<file path="src/rtl/or_hold_timer.sv">
// Settle-time counter: expire is high on the last cycle a vector is held in APPLY.
module or_hold_timer #(
    parameter int unsigned HOLD_CYCLES = 10
) (
    input  logic clk,
    input  logic rst_n,
    input  logic clear,
    output logic expire
);

    localparam int unsigned CNT_W = $clog2(HOLD_CYCLES + 1);

    logic [CNT_W-1:0] cnt;

    always_ff @(posedge clk or negedge rst_n) begin
        if (!rst_n) begin
            cnt <= '0;
        end else if (clear) begin
            cnt <= '0;
        end else begin
            cnt <= cnt + CNT_W'(1);
        end
    end

    assign expire = (cnt == CNT_W'(HOLD_CYCLES - 1));

endmodule

</file>
<file path="config.mk">
export PLATFORM = sky130hd
export DESIGN_NAME = or_hold_timer
export DESIGN_NICKNAME = d
export VERILOG_FILES = /design/src/rtl/or_hold_timer.sv
export SDC_FILE = /design/constraint.sdc
export NUM_CORES = 1
export LEC_CHECK = 0
export CORE_AREA = 5 5 42 44
export CTS_CLUSTER_DIAMETER = 200
export DETAILED_ROUTE_END_ITERATION = 10
export DIE_AREA = 0 0 47 49
export HOLD_SLACK_MARGIN = 0.1
export PLACE_DENSITY_LB_ADDON = 0.12
export SYNTH_ARGS = -nofsm -noshare
export SYNTH_HDL_FRONTEND = slang
export SYNTH_SLANG_ARGS = --single-unit
export TNS_END_PERCENT = 5
</file>
<file path="constraint.sdc">
create_clock -name clk -period 1.7 [get_ports clk]
set_clock_uncertainty 0.2 [all_clocks]
set_input_delay 0.255 -clock clk [delete_from_list [all_inputs] [get_ports clk]]
set_output_delay 0.255 -clock clk [all_outputs]
set_load 0.01 [all_outputs]
</file>
* Word level (Yosys, flattened, before mapping)
Cells that the tools add are included.
** Word-level totals
- Register bits :: 4
- Input port bits :: 3
- Output and inout port bits :: 1
** Operators by class
- Add/subtract/negate cells :: 1
- Equality and inequality tests :: 1
- Mux-type cells :: 1
** Operator list (count)
- $add 4x1->4 const B :: 1
- $eq 4x4->1 const B :: 1
- $mux 4 :: 1

* Depth between registers and ports, before layout
- Depth in word-level cells :: 2
- Depth in mapped cells :: 4

* Worst setup path before layout
OpenSTA, ideal clock, no wires.
- Kind :: register -> output
- Start :: register cnt[1]
- End :: output port expire
- Arrival :: 0.767 ns
- Data required time :: 1.245 ns
- Path slack :: 0.478 ns
- Cell stages (with the launch flop) :: 5
- Buffers on the path :: 0
- Cell sequence :: dfrtp_1 inv_1 ha_1 nand2_1 nor2_1
** On the way
- Word-level cells in the longest chain between the ends :: 1
** Ends and longest elaborated chain
- start, declared :: RTL line 13 : logic [CNT_W-1:0] cnt;
- start signal, assigned :: RTL line 21 : cnt <= cnt + CNT_W'(1);
- $eq 4x4->1 :: RTL line 25 : assign expire = (cnt == CNT_W'(HOLD_CYCLES - 1));
- end, declared :: RTL line 8 : output logic expire
Every way passes these cells.

* Final worst setup path
Ends and elaborated chain as after synthesis.

==> results.txt <==
The run finished with clean final reports. The total overflow left after global routing is 0. The clock tree from TritonCTS is yes.

Summed over all cells, the static leakage comes to 0.1374 nW. The cell area after synthesis is 191.4 µm². More flip-flops sit in one register than any other, and that register is cnt. The quantity of I/O buffers inserted on ports is 3. The arrival time of data at the critical path endpoint came out at 1070 ps. The net total in the final layout is 33. The global placer's final weighted congestion is 0.6274. The number of top-level design ports is 4.

The maximum level of the CTS H-tree came out at 1. The share of the clock period used by the worst path after layout is 89.83%. The number of max-cap violations is 0.

The type of the worst setup path is flop to primary output. For the worst setup path, the data required time is 1240 ps. The half-perimeter wire length after detailed placement came out at roughly 260 µm.

The total via count after detailed routing is 138. The clock passes through at most 2 buffers. In the final layout, the registers with the most flip-flops are cnt (4). The number of iterations in the first detailed-routing pass is 1. The maximum number of pins on one net before global-route repair is 6. During synthesis, Yosys emitted a total of 0 warnings. The number of hold violations in the final report is 0. The clock insertion delay at the later pin of the skew report is 230 ps. After floorplanning, the core was divided into 14 placement rows. The count of clock tree sinks is 4. The clock period could shrink to 1527 ps. The mean routed wirelength per cell came out at approximately 7.3 µm. The count of different cell masters after synthesis is 9. The share of post-route cells with drive strength above 1 is 30.77%. At the pin with the least slew margin, the transition time is 178.3 ps.

0 antenna diodes ended up in the layout. In the final layout, flip-flops and latches occupy ~100 µm². Sequential cells were found to cover 52.29% of the synthesized design area. The highest clock rate came out at 654.8 MHz. The worst-case setup slack after placement is -15.17 ps. The number of flip-flops in the largest register is 4.

After filler insertion, the fill cell instance count of the layout stands at ~160. The library cells used most frequently in the layout, excluding fill and tap cells, are 5 x sky130_fd_sc_hd__nor2_1, 4 x sky130_fd_sc_hd__dfrtp_1, 3 x sky130_fd_sc_hd__clkbuf_4. The die outline area came out at between 2000 and 2500 µm². The total CTS buffers is 3.

The routed wire length came out at 308 µm. The count of pins over their slew limit is 0. The wire length of the first global-routing pass came out at 476 µm. The worst setup margin is between 150 and 200 ps. The overall die width is between 40 and 50 µm. The number of vias per cell after detailed routing is 3.286. In this run, the number of DRC markers left after iteration 0 of detailed routing was 0.

Synthesis produced 17 cells. The count of nets left with antenna violations once routing finished came out at 0. The overall fraction of global-route tracks in use came out at 3.176%.

The combined area of the multi-input logic cells is 87.58 µm². Setup repair after global routing left no endpoint under its margin. The register clock-pin slew on the reported worst setup and hold paths is roughly 30 ps. Once the floorplan was initialized, standard cells occupied 13.66% of the core.

The synthesized netlist net count came out at 22. The core region is about 1400 µm². The number of setup violations in the final report is 0. The residual DRC count came out at 0. Along the worst path, the maximum fanout reaches 2. In this run the worst hold path is classified as flop to flop.

The synthesized area divided by synthesized cell count is 11.26 µm². The remaining max-slew budget at the tightest pin is between 80 and 90%. The relative area change from synthesis to final layout came out at 48.37%. The number of global-route vias before repair is 148.

The initial antenna violation count is 0. The core utilization of the finished layout came out at 20.27%. The power density of the placed cells is 862.3 nW/µm². The number of setup buffers added after CTS is 0. Synthesis inferred 4 register bits. The worst setup path is launched from a flop.

The overall die height is 49 µm. The most frequent standard cell in the layout excluding fill and tap cells is sky130_fd_sc_hd__nor2_1. The nature of the critical path endpoint is a primary output.

The tree is rooted in a sky130_fd_sc_hd__clkbuf_4. The worst supply voltage drop on vdd came out at 0.2907 mV.
==> final timing paths <==
kind / from / endpoint / slack, ps / cells past startpoint
setup reg to reg: cnt[0] / cnt[2] / 480 / 4
min in group asynchronous: rst_n / cnt[0] / 570 / 2
hold / removal: cnt[0] / cnt[0] / 340 / 2
setup / recovery: cnt[1] / expire / 170 / 5
max in group asynchronous: rst_n / cnt[3] / 570 / 2
hold reg to reg: cnt[0] / cnt[0] / 340 / 2
==> report_power, final <==
group | internal (mW) | switching (mW)
sequential | 0.102 | 0.00390
clock | 0.0785 | 0.0319
combinational | 0.0167 | 0.0122
==> per-layer routing <==
| metal | global-route usage [%] | wire length [µm] | part of all wire (%) | vias up |
|---|---|---|---|---|
| met4 | 4.147 | 0 | 0 | 0 |
| li1 | - | - | - | 72 |
| met2 | 4.977 | 170 | 55 | 3 |
| met3 | 1.107 | 23 | 7.5 | 0 |
| met5 | 0 | 0 | 0 | - |
| met1 | 2.434 | 114 | 37 | 63 |
==> through the flow <==
step	hold slack [ps]	area [µm²]	total power [mW]	setup TNS [ps]	std cells
6_report	340.4	284.0	0.2449	0	42
5_1_grt	346.5	284.0	0.2622	0	42
4_1_cts	340.9	287.8	0.2516	0	42
3_5_place_dp	272.1	256.5	0.1346	-15.17	38
3_3_place_gp	268.7	256.5	0.1347	0	38
2_1_floorplan	-240.6	191.4	0.1179	0	17
==> synth_stat cells <==
| cell | number | area (µm²) |
|---|---|---|
| sky130_fd_sc_hd__nand3_2 | 1 | 10.01 |
| sky130_fd_sc_hd__nor2b_1 | 1 | 6.260 |
| sky130_fd_sc_hd__dfrtp_1 | 4 | 100.1 |
| sky130_fd_sc_hd__xnor2_1 | 1 | 8.760 |
| sky130_fd_sc_hd__ha_1 | 2 | 25.02 |
| sky130_fd_sc_hd__nor2_1 | 5 | 18.77 |
| sky130_fd_sc_hd__mux2_4 | 1 | 15.01 |
| sky130_fd_sc_hd__nand2_1 | 1 | 3.750 |
| sky130_fd_sc_hd__inv_1 | 1 | 3.750 |
==> final cells by class <==
| type | count | area share, % |
|---|---|---|
| Inverter | 1 | 1.322 |
| Multi-Input combinational cell | 12 | 30.84 |
| Timing Repair Buffer | 6 | 17.62 |
| Tap cell | 16 | 7.048 |
| Clock buffer | 3 | 7.930 |
| Sequential cell | 4 | 35.24 |
==> critical path, cell delays in order, from the launching register on <==
cell                       delay, ps
sky130_fd_sc_hd__dfrtp_1         370
sky130_fd_sc_hd__inv_1            60
sky130_fd_sc_hd__ha_1            140
sky130_fd_sc_hd__nand2_1          50
sky130_fd_sc_hd__nor2_1           90
sky130_fd_sc_hd__clkbuf_2        140
==> cell families after synthesis <==
family	Yosys count	share of synthesized area (%)
flip-flops	4	52.29
adder cells (fa/ha/maj)	2	13.07
AND/OR/NAND/NOR	8	20.26
multiplexers	1	7.841
XOR/XNOR	1	4.576
buffers and inverters	1	1.959
==> repair_timing <==
item                                   4_1_cts  5_1_grt
pin swaps                                    0        0
setup endpoints to repair                    1        1
hold buffers                                 1        0
endpoints found under the hold margin        4        0
gates resized for setup                      1        2
(Power assumes the default switching activity.)
